===== config.mk =====
export PLATFORM = sky130hd
export DESIGN_NAME = multicycle_control
export DESIGN_NICKNAME = d
export VERILOG_FILES = /design/src/rtl/multicycle_control.sv
export SDC_FILE = /design/constraint.sdc
export NUM_CORES = 1
export LEC_CHECK = 0
export ABC_AREA = 1
export CAP_MARGIN = 30
export CORE_ASPECT_RATIO = 1.25
export CORE_MARGIN = 3
export CORE_UTILIZATION = 45
export CTS_CLUSTER_SIZE = 8
export DETAILED_ROUTE_END_ITERATION = 10
export PLACE_DENSITY_LB_ADDON = 0.15
export RECOVER_POWER = 25
export SLEW_MARGIN = 5
export SYNTH_ARGS = -nofsm -noshare
export SYNTH_HDL_FRONTEND = slang
export SYNTH_SLANG_ARGS = --single-unit

===== constraint.sdc =====
create_clock -name clk -period 2.71 [get_ports clk]
set_input_delay 0.542 -clock clk [delete_from_list [all_inputs] [get_ports clk]]
set_output_delay 0.542 -clock clk [all_outputs]
set_load 0.005 [all_outputs]

===== src/rtl/multicycle_control.sv =====
// Main control FSM for the multicycle MIPS datapath: sequences each instruction
// from the IR opcode and drives the datapath muxes, write enables and aluOp.
module multicycle_control #(
  parameter int ALU_OP_W = 3
) (
  input  logic                clk,
  input  logic                rst_n,
  input  logic [5:0]          opcode,
  input  logic                memReady,
  output logic [3:0]          state,
  output logic [ALU_OP_W-1:0] aluOp,
  output logic                aluSrcA,
  output logic [1:0]          aluSrcB,
  output logic                zeroExt,
  output logic                pcWrite,
  output logic                pcWriteCond,
  output logic [1:0]          pcSource,
  output logic                iOrD,
  output logic                memRead,
  output logic                memWrite,
  output logic                irWrite,
  output logic                regDst,
  output logic                memToReg,
  output logic                regWrite,
  output logic [1:0]          ldMode,
  output logic                illegal
);

  typedef enum logic [3:0] {
    FETCH     = 4'd0,
    DECODE    = 4'd1,
    MEM_ADDR  = 4'd2,
    MEM_READ  = 4'd3,
    MEM_WB    = 4'd4,
    MEM_WRITE = 4'd5,
    R_EXEC    = 4'd6,
    R_WB      = 4'd7,
    I_EXEC    = 4'd8,
    I_WB      = 4'd9,
    BRANCH    = 4'd10,
    JUMP      = 4'd11,
    ILLEGAL   = 4'd12
  } state_t;

  localparam logic [5:0] OP_RTYPE = 6'b000000;
  localparam logic [5:0] OP_LW    = 6'b100011;
  localparam logic [5:0] OP_SW    = 6'b101011;
  localparam logic [5:0] OP_LH    = 6'b100001;
  localparam logic [5:0] OP_LHU   = 6'b100101;
  localparam logic [5:0] OP_ADDI  = 6'b001000;
  localparam logic [5:0] OP_ANDI  = 6'b001100;
  localparam logic [5:0] OP_ORI   = 6'b001101;
  localparam logic [5:0] OP_BEQ   = 6'b000100;
  localparam logic [5:0] OP_J     = 6'b000010;

  localparam logic [ALU_OP_W-1:0] ALU_ADD = ALU_OP_W'(3'b000);
  localparam logic [ALU_OP_W-1:0] ALU_SUB = ALU_OP_W'(3'b001);
  localparam logic [ALU_OP_W-1:0] ALU_OR  = ALU_OP_W'(3'b010);
  localparam logic [ALU_OP_W-1:0] ALU_AND = ALU_OP_W'(3'b011);
  localparam logic [ALU_OP_W-1:0] ALU_FN  = ALU_OP_W'(3'b100);

  state_t     cur;
  logic [5:0] opq;

  function automatic state_t decode_next(input logic [5:0] op);
    case (op)
      OP_RTYPE:                    return R_EXEC;
      OP_LW, OP_SW, OP_LH, OP_LHU: return MEM_ADDR;
      OP_ADDI, OP_ANDI, OP_ORI:    return I_EXEC;
      OP_BEQ:                      return BRANCH;
      OP_J:                        return JUMP;
      default:                     return ILLEGAL;
    endcase
  endfunction

  function automatic logic [1:0] load_mode(input logic [5:0] op);
    case (op)
      OP_LH:   return 2'b10;
      OP_LHU:  return 2'b11;
      default: return 2'b00;
    endcase
  endfunction

  // Next-state register; opq latches the opcode once the IR is valid in DECODE.
  always_ff @(posedge clk) begin
    if (!rst_n) begin
      cur <= FETCH;
      opq <= '0;
    end else begin
      case (cur)
        FETCH:     if (memReady) cur <= DECODE;
        DECODE: begin
          opq <= opcode;
          cur <= decode_next(opcode);
        end
        MEM_ADDR:  cur <= (opq == OP_SW) ? MEM_WRITE : MEM_READ;
        MEM_READ:  if (memReady) cur <= MEM_WB;
        MEM_WRITE: if (memReady) cur <= FETCH;
        R_EXEC:    cur <= R_WB;
        I_EXEC:    cur <= I_WB;
        default:   cur <= FETCH;
      endcase
    end
  end

  assign state = cur;

  // Moore decode; the whole control word is held at zero while reset is low.
  always_comb begin
    aluOp       = ALU_ADD;
    aluSrcA     = 1'b0;
    aluSrcB     = 2'b00;
    zeroExt     = 1'b0;
    pcWrite     = 1'b0;
    pcWriteCond = 1'b0;
    pcSource    = 2'b00;
    iOrD        = 1'b0;
    memRead     = 1'b0;
    memWrite    = 1'b0;
    irWrite     = 1'b0;
    regDst      = 1'b0;
    memToReg    = 1'b0;
    regWrite    = 1'b0;
    ldMode      = 2'b00;
    illegal     = 1'b0;
    if (rst_n) begin
      case (cur)
        FETCH: begin
          memRead = 1'b1;
          aluSrcB = 2'b01;
          irWrite = memReady;
          pcWrite = memReady;
        end
        DECODE: aluSrcB = 2'b11;
        MEM_ADDR: begin
          aluSrcA = 1'b1;
          aluSrcB = 2'b10;
        end
        MEM_READ: begin
          memRead = 1'b1;
          iOrD    = 1'b1;
        end
        MEM_WB: begin
          regWrite = 1'b1;
          memToReg = 1'b1;
          ldMode   = load_mode(opq);
        end
        MEM_WRITE: begin
          memWrite = 1'b1;
          iOrD     = 1'b1;
        end
        R_EXEC: begin
          aluSrcA = 1'b1;
          aluOp   = ALU_FN;
        end
        R_WB: begin
          regWrite = 1'b1;
          regDst   = 1'b1;
        end
        I_EXEC: begin
          aluSrcA = 1'b1;
          aluSrcB = 2'b10;
          case (opq)
            OP_ORI:  aluOp = ALU_OR;
            OP_ANDI: aluOp = ALU_AND;
            default: aluOp = ALU_ADD;
          endcase
          zeroExt = (opq == OP_ANDI) || (opq == OP_ORI);
        end
        I_WB: regWrite = 1'b1;
        BRANCH: begin
          aluSrcA     = 1'b1;
          aluOp       = ALU_SUB;
          pcWriteCond = 1'b1;
          pcSource    = 2'b01;
        end
        JUMP: begin
          pcWrite  = 1'b1;
          pcSource = 2'b10;
        end
        ILLEGAL: illegal = 1'b1;
        default: ;
      endcase
    end
  end

endmodule


Yosys cells after proc, flatten, opt, wreduce, memory -nomap -nowiden --
Cells that the tools add are included.
Operators by class: equal/unequal tests 29, mux-type cells 40, reduce and logical (&&, ||, !) cells 11
Operators with widths (number):
- 6-bit == test (second input constant) | 7
- 6-bit by 4-bit == test with 1-bit output (second input constant) | 5
- 4-bit one-hot mux with 7 select lines | 1
- 1-bit 2-to-1 mux | 23
- 4-bit == test (second input constant) | 5
- 4-bit one-hot mux with 5 select lines | 1
- 4-bit by 3-bit == test with 1-bit output (second input constant) | 4
- 4-bit 2-to-1 mux | 3
- 2-bit one-hot mux with 2 select lines | 3
- 3-bit one-hot mux with 3 select lines | 1
- 4-bit by 2-bit == test with 1-bit output (second input constant) | 2
- 2-bit 2-to-1 mux | 4
- 4-bit OR reduction | 2
- 6-bit by 2-bit == test with 1-bit output (second input constant) | 1
- 6-bit by 3-bit == test with 1-bit output (second input constant) | 1
- 6-bit logical NOT | 1
- 3-bit 2-to-1 mux | 2
- 2-bit inequality test (second input constant) | 3
- 2-bit one-hot mux with 3 select lines | 1
- 2-bit OR reduction | 3
- 3-bit OR reduction | 2
- 4-bit by 1-bit == test with 1-bit output (second input constant) | 1
- 4-bit logical NOT | 1
- 3-bit AND reduction | 1
- other kinds (2) | 2
Word-level totals: bits in registers 10, input bits 9, output and inout port bits 25, logic and storage cells 82

Longest topological paths before layout --
Gate-level depths: netlist (run 1).
depth in word-level cells 4, mapped depth 10, depth with buffers taken out 10

Least setup slack after synthesis (run 1) --
OpenSTA, ideal clock, no wires.
path kind input-to-output, from input port rst_n, to output port pcSource[0], arrival time 1.190 ns, data required time 2.168 ns, setup slack 0.978 ns, stages 4, path buffers 2, cell sequence inv_1 -> buf_1 -> nor2_1 -> buf_4
On the way: word-level cells in the longest chain between the ends 1
RTL lines:
- start: declaration | line 7 | input logic rst_n,
- 2-bit 2-to-1 mux | line 126 | if (rst_n) begin
- end: declaration | line 17 | output logic [1:0] pcSource,
Every way passes these cells.

Worst setup path after layout (run 1) --
from register cur[0], in the netlist state[0], to output port aluOp[0]
On the way: word-level cells in the longest chain between the ends 3, elaborated cells between the ends (all ways) 5, classes of those cells 3 x eq/ne; 2 x mux
RTL lines:
- start: declaration | line 62 | state_t cur;
- start signal: assignment | line 94 | cur <= decode_next(opcode);
- start signal: assignment | line 96 | MEM_ADDR: cur <= (opq == OP_SW) ? MEM_WRITE : MEM_READ;
- 4-bit == test / 4-bit by 3-bit == test with 1-bit output (equally long branches) | line 127 | case (cur)
- 3-bit one-hot mux with 3 select lines * | line 127
- 3-bit 2-to-1 mux * | line 126
- end: declaration | line 11 | output logic [ALU_OP_W-1:0] aluOp,
Every way passes the cells marked *; elsewhere a longest branch is shown, timed or not.

==> results.json, run 1 <==
{
  "final_layout_size_suffix_gt1_share_pct": 13.6,
  "fin_util_pct": 75.5,
  "worst_slew_pin_slew_ns": 0.313,
  "vias": 1075,
  "finalSetupTns_ns": 0,
  "slew_violations": 0,
  "insertedDiodeCount": 0,
  "swShare_pct": 44.4,
  "io_pins": 34,
  "crit_path_start_kind": "flop",
  "gp_congestion": 0.912,
  "arrival_ns": 2.07,
  "hold-path-cell-count": 2,
  "drtAntennaViolNets": 0,
  "grt_first_pass_wirelength_um": 4000,
  "syn_avg_cell_area_um2": 5.96,
  "ys_ff_latch": 10,
  "hold_viol": 0,
  "grt_max_degree": 11,
  "die_w_um": 44.1,
  "crit_type": "flop to output pin",
  "drc_errors": 0,
  "total_power_uw": 895,
  "wirelength_um": 2490,
  "relSlewSlack_pct": 79.1,
  "crit_path_max_fanout": 7,
  "p_seq_share_pct": 30.0,
  "status": "completed",
  "post-route-period-util_pct": 96.2,
  "rsz0062_at_grt": "no",
  "dp_hpwl_um": 1940,
  "nNetsFinal": 186,
  "reg2reg_from": "state[2]",
  "drv_cap": 0,
  "clk_pin_slew_worst_paths_ns": 0.07,
  "pwr-share-comb_pct": 54.7,
  "p_clk_share_pct": 15.3,
  "clk_latency_ns": 0.27,
  "setup_violations": 0,
  "synth_nets": 146,
  "synthDistinctLibCells": 30,
  "cts_made_buffers": 3,
  "worst_hold_startpoint": "opq[4]",
  "core_mm2": 0.00164,
  "placed_area_mm2": 0.00118,
  "p_int_uw": 498,
  "wl_per_cell_um": 12.8,
  "cts_sinks": 10,
  "fmax_mhz": 383,
  "cts_hold_buf": 0,
  "grt_pass1_vias": 1042,
  "start_util_pct": 49.8,
  "reg2reg_slack_ns": 1.33,
  "grt_usage_pct": 22.9,
  "synth_warnings": 0,
  "rr_worst_depth": 9,
  "syn_inst": 137,
  "period_minus_slack_ns": 2.61,
  "die_y_um": 53.6,
  "gr-total-overflow": 0,
  "multi_input_area_um2": 534,
  "leakage_uw": 0.000535,
  "fin_worst_skew_ns": 0.00375,
  "synth-seq-area-share_pct": 24.5,
  "final_cell_mix": "clkdlybuf4s50_1, nand2_1, nor2_1, inv_1, nand3_1",
  "clockRootBuffer": "clkbuf_4",
  "stdcell_area_mm2": 0.00124,
  "ir_drop_mv": 0.438,
  "firstDrtPassIters": 4,
  "crit_required_ns": 2.17,
  "grt_antenna_before_repair": 0,
  "area.sequential_um2": 201,
  "htree_levels": 1,
  "power_density_mw_per_mm2": 723,
  "die_area_mm2": 0.00237,
  "via_per_inst": 5.54,
  "fill_cells": 146,
  "cts_tree": "yes",
  "netlist_area_um2": 817,
  "crit_path_end_kind": "output pin",
  "cts_buffer_depth": 2,
  "power.switching_uw": 398,
  "holdPathEnd": "opq[4]",
  "layout_commonest_cell": "clkdlybuf4s50_1",
  "rows": 16,
  "area_delta_synth_final_pct": 51.6,
  "drt_iter0_markers": 30,
  "portBuffers": 33,
  "r2r-end": "state[0]",
  "min_path_type": "flop to flop"
}
## cell usage after synthesis
master	instances	area share, %
a21o_1	1	0.92
a21oi_1	9	5.5
a21oi_2	1	1.1
buf_1	1	0.46
buf_4	1	0.92
clkbuf_1	1	0.46
clkinv_1	1	0.46
dfxtp_1	10	25
inv_1	15	6.9
inv_2	3	1.4
inv_4	1	0.77
nand2_1	30	14
nand2_2	1	0.77
nand2_4	1	1.4
nand3_1	14	8.6
nand4_1	1	0.77
nor2_1	21	9.6
nor2_2	2	1.5
nor2_4	1	1.4
nor2_8	1	2.5
nor3_1	2	1.2
nor3_2	1	1.2
nor4_1	2	1.5
nor4_2	1	1.5
o211ai_2	1	1.5
o21ai_0	5	3.1
o21ai_1	6	3.7
o221ai_1	1	1.1
o22ai_1	1	0.77
or3_1	1	0.77
## power by group through the flow
stage	Clock (uW)	Sequential, uW	Combinational, uW
floorplan	0	256	306
global placement	0	264	474
detailed placement	0	266	486
CTS	134	262	492
global route	151	274	544
finish	137	268	490
## per-layer routing
layer	routed length, um	vias to the layer above	track usage [%]	part of all wire (%)
met1	965	478	22.4	39
met2	1250	55	41.0	50
li1	-	530	-	-
met4	76	0	15.6	3.1
met3	194	12	7.02	7.8
met5	0	-	0	0
## kinds of logic (layout without fill, tap and decap cells)
family,count (synthesis),in the layout,synth area share (%)
simple gates,79,79,46.6
compound gates,25,25,17.6
buf+inv,23,62,11.3
flops,10,10,24.5
## worst max path at each step
stage | from | end | slack (ns) | cells after the start
2_1_floorplan | rst_n | pcSource[0] | 0.98 | 4
3_3_place_gp | rst_n | aluOp[0] | 0.09 | 6
3_5_place_dp | rst_n | aluSrcB[0] | 0.07 | 5
4_1_cts | state[3] | aluOp[0] | 0.07 | 7
5_1_grt | state[0] | aluOp[0] | 0.006 | 6
6_report | state[0] | aluOp[0] | 0.10 | 6
## through the flow
stage	cells	hold slack [ns]	setup WS, ns
final	194	0.502	0.102
after global routing	194	0.526	0.00578
after CTS	194	0.498	0.0665
after detailed placement	189	0.488	0.0701
after global placement	189	0.477	0.0918
after floorplan	137	0.445	0.978
## critical path, cell delays in order, from the launching register on
cell	delay (ns)
dfxtp_1	0.40
nor2_4	0.22
nand3_2	0.14
nor4_2	0.29
nand2_1	0.11
o21ai_1	0.11
clkdlybuf4s50_1	0.53
## state kept, by name, indices dropped and copies added, names as in the netlist
name	flops
opq	6
state	4
## area by class of cell
type,count,share of cell area (%)
timing repair buffer,38,29.6
clock buffer,4,2.93
multi-input combinational,104,43.1
inverter,20,6.26
sequential,10,16.3
tap,18,1.82
## what timing repair did
action / in CTS / in global routing
pin swaps: 1 / 0
resized for setup: 2 / 3
endpoints found under the setup margin: 1 / 2
buffers inserted: 1 / 0
No activity file was read; power rests on OpenSTA's default activity.
==> inputs of run 2 (changes only) <==
--- a/config.mk
+++ b/config.mk
@@ -7,7 +7,7 @@
 export LEC_CHECK = 0
 export ABC_AREA = 1
 export CAP_MARGIN = 30
-export CORE_ASPECT_RATIO = 1.25
+export CORE_ASPECT_RATIO = 1.4
 export CORE_MARGIN = 3
 export CORE_UTILIZATION = 45
 export CTS_CLUSTER_SIZE = 8
==> run 2 against run 1 <==
- flip-flop and latch count unchanged
- clock power hardly changed
- combinational power fell by 0.8%
- first-iteration DRC count is 13% higher
- non-clock buffer count unchanged
- total power grew 0.39%
- sequential power grew 2%
- sequential share of layout area fell by 0.11 points
==> results.json, run 2 (same netlist as run 1, synthesis figures left out) <==
{
  "status": "completed",
  "crit_type": "flop to output pin",
  "die_w_um": 42.0,
  "r2r-end": "state[0]",
  "via_per_inst": 5.42,
  "nNetsFinal": 186,
  "gr-total-overflow": 0,
  "clk_pin_slew_worst_paths_ns": 0.07,
  "insertedDiodeCount": 0,
  "grt_max_degree": 11,
  "fin_util_pct": 76.2,
  "wirelength_um": 2470,
  "period_minus_slack_ns": 2.58,
  "grt_antenna_before_repair": 0,
  "min_path_type": "flop to flop",
  "cts_sinks": 10,
  "post-route-period-util_pct": 95.2,
  "crit_path_start_kind": "flop",
  "grt_usage_pct": 20.7,
  "layout_commonest_cell": "clkdlybuf4s50_1",
  "final_layout_size_suffix_gt1_share_pct": 13.6,
  "gp_congestion": 0.837,
  "use_met2_pct": 41.2,
  "hold-path-cell-count": 2,
  "worst_slew_pin_slew_ns": 0.361,
  "rsz0062_at_grt": "no",
  "use_met1_pct": 19.8,
  "drt_iter0_markers": 34,
  "io_pins": 34,
  "crit_path_max_fanout": 10,
  "finalSetupTns_ns": 0,
  "holdPathEnd": "opq[0]",
  "crit_path_end_kind": "output pin",
  "core_mm2": 0.00164,
  "hold_viol": 0,
  "clockRootBuffer": "clkbuf_4",
  "area_delta_synth_final_pct": 52.7,
  "total_power_uw": 899,
  "crit_required_ns": 2.17,
  "worst_hold_startpoint": "opq[0]",
  "busiest_layer": "met2",
  "reg2reg_from": "state[0]",
  "cts_tree": "yes",
  "regMostFlops": "opq",
  "grt_pass1_vias": 998,
  "die_area_mm2": 0.00237,
  "arrival_ns": 2.04,
  "fill_cells": 137,
  "met3_usage_pct": 1.28,
  "relSlewSlack_pct": 75.9,
  "fmax_mhz": 388,
  "start_util_pct": 49.9,
  "hold_ws_ns": 0.487,
  "drv_cap": 0,
  "leakage_uw": 0.000543,
  "slew_violations": 0,
  "post_cts_buffers": 0,
  "setup_violations": 0,
  "wl_per_cell_um": 12.7,
  "dp_hpwl_um": 1920,
  "largest_reg_flops": 6,
  "drc_errors": 0,
  "die_y_um": 56.4,
  "fin_worst_skew_ns": 0.00399,
  "rr_worst_depth": 6,
  "ir_drop_mv": 0.473,
  "final_cell_mix": "clkdlybuf4s50_1, nand2_1, nor2_1, inv_1, nand3_1",
  "rows": 17,
  "clk_latency_ns": 0.27,
  "htree_levels": 1,
  "vias": 1057,
  "reg2reg_slack_ns": 1.30,
  "grt_first_pass_wirelength_um": 3910,
  "power_density_mw_per_mm2": 720,
  "cts_made_buffers": 3,
  "drtAntennaViolNets": 0,
  "cts_buffer_depth": 2,
  "firstDrtPassIters": 4,
  "portBuffers": 33
}
-- run 2: cell count changes in the layout (fill, tap and decap cells not counted) --
cell and delta:
o21ai_1 +1, nor2_2 +1, nor2_4 -1, dlymetal6s2s_1 +1, dlygate4sd2_1 -1, nor4_4 +1
nor4_2 -1, o21ai_0 -1
-- run 2: worst max path at each step --
stage	from	endpoint	cells after the start
finish	state[0]	aluSrcB[1]	6
global placement	rst_n	aluOp[0]	6
global route	state[3]	aluOp[0]	7
floorplan	rst_n	pcSource[0]	4
detailed placement	rst_n	aluOp[0]	6
CTS	rst_n	aluOp[0]	6
-- run 2: layer usage --
layer  wire (um)  up-vias  part of all wire (%)
li1            -      528                     -
met1         931      466                    38
met2        1300       52                    52
met3         147       11                   5.9
met4          97        0                   3.9
met5           0        -                     0
-- run 2: cell type report --
cell class              instances  area (um2)  share of cell area [%]
multi-input cells             104         538                    43.1
inverters                      20        77.6                    6.22
flip-flops and latches         10         201                    16.1
repair buffers                 38         370                    29.7
clock buffers                   4        36.3                    2.91
well taps                      19        23.8                    1.91
-- run 2: repair_timing --
item                                    in CTS  in global routing
gates resized for setup                      0                  5
hold buffers                                 0                  0
endpoints found under the setup margin       0                  3
-- run 2: per-stage QoR --
stage               cell area (um2)  std cells  setup WS [ns]
floorplan                       817        137          0.978
global placement               1190        191         0.0646
detailed placement             1190        191         0.0761
CTS                            1230        195         0.0553
global route                   1250        195         0.0244
finish                         1250        195          0.131
-- run 2: power breakdown --
part           switching, uW  leakage [uW]  internal, uW
Clock                   57.0     0.0000210          81.7
Sequential              70.3     0.0000825           203
Combinational            275      0.000439           212
-- run 2: worst max-delay path, cell delays in order (launching register included) --
cell             delay (ns)
dfxtp_1                0.54
nand2_2                0.17
nor2_8                 0.22
inv_4                  0.07
o21ai_1                0.17
a21o_1                 0.11
clkdlybuf4s50_1        0.49
==> inputs of run 3 (changes only) <==
--- a/config.mk
+++ b/config.mk
@@ -6,7 +6,7 @@
 export NUM_CORES = 1
 export LEC_CHECK = 0
 export ABC_AREA = 1
-export CAP_MARGIN = 30
+export CAP_MARGIN = 20
 export CORE_ASPECT_RATIO = 1.4
 export CORE_MARGIN = 3
 export CORE_UTILIZATION = 45
==> results of run 3 <==
Same layout as run 2: the final DEF is identical, and so are final timing and power.
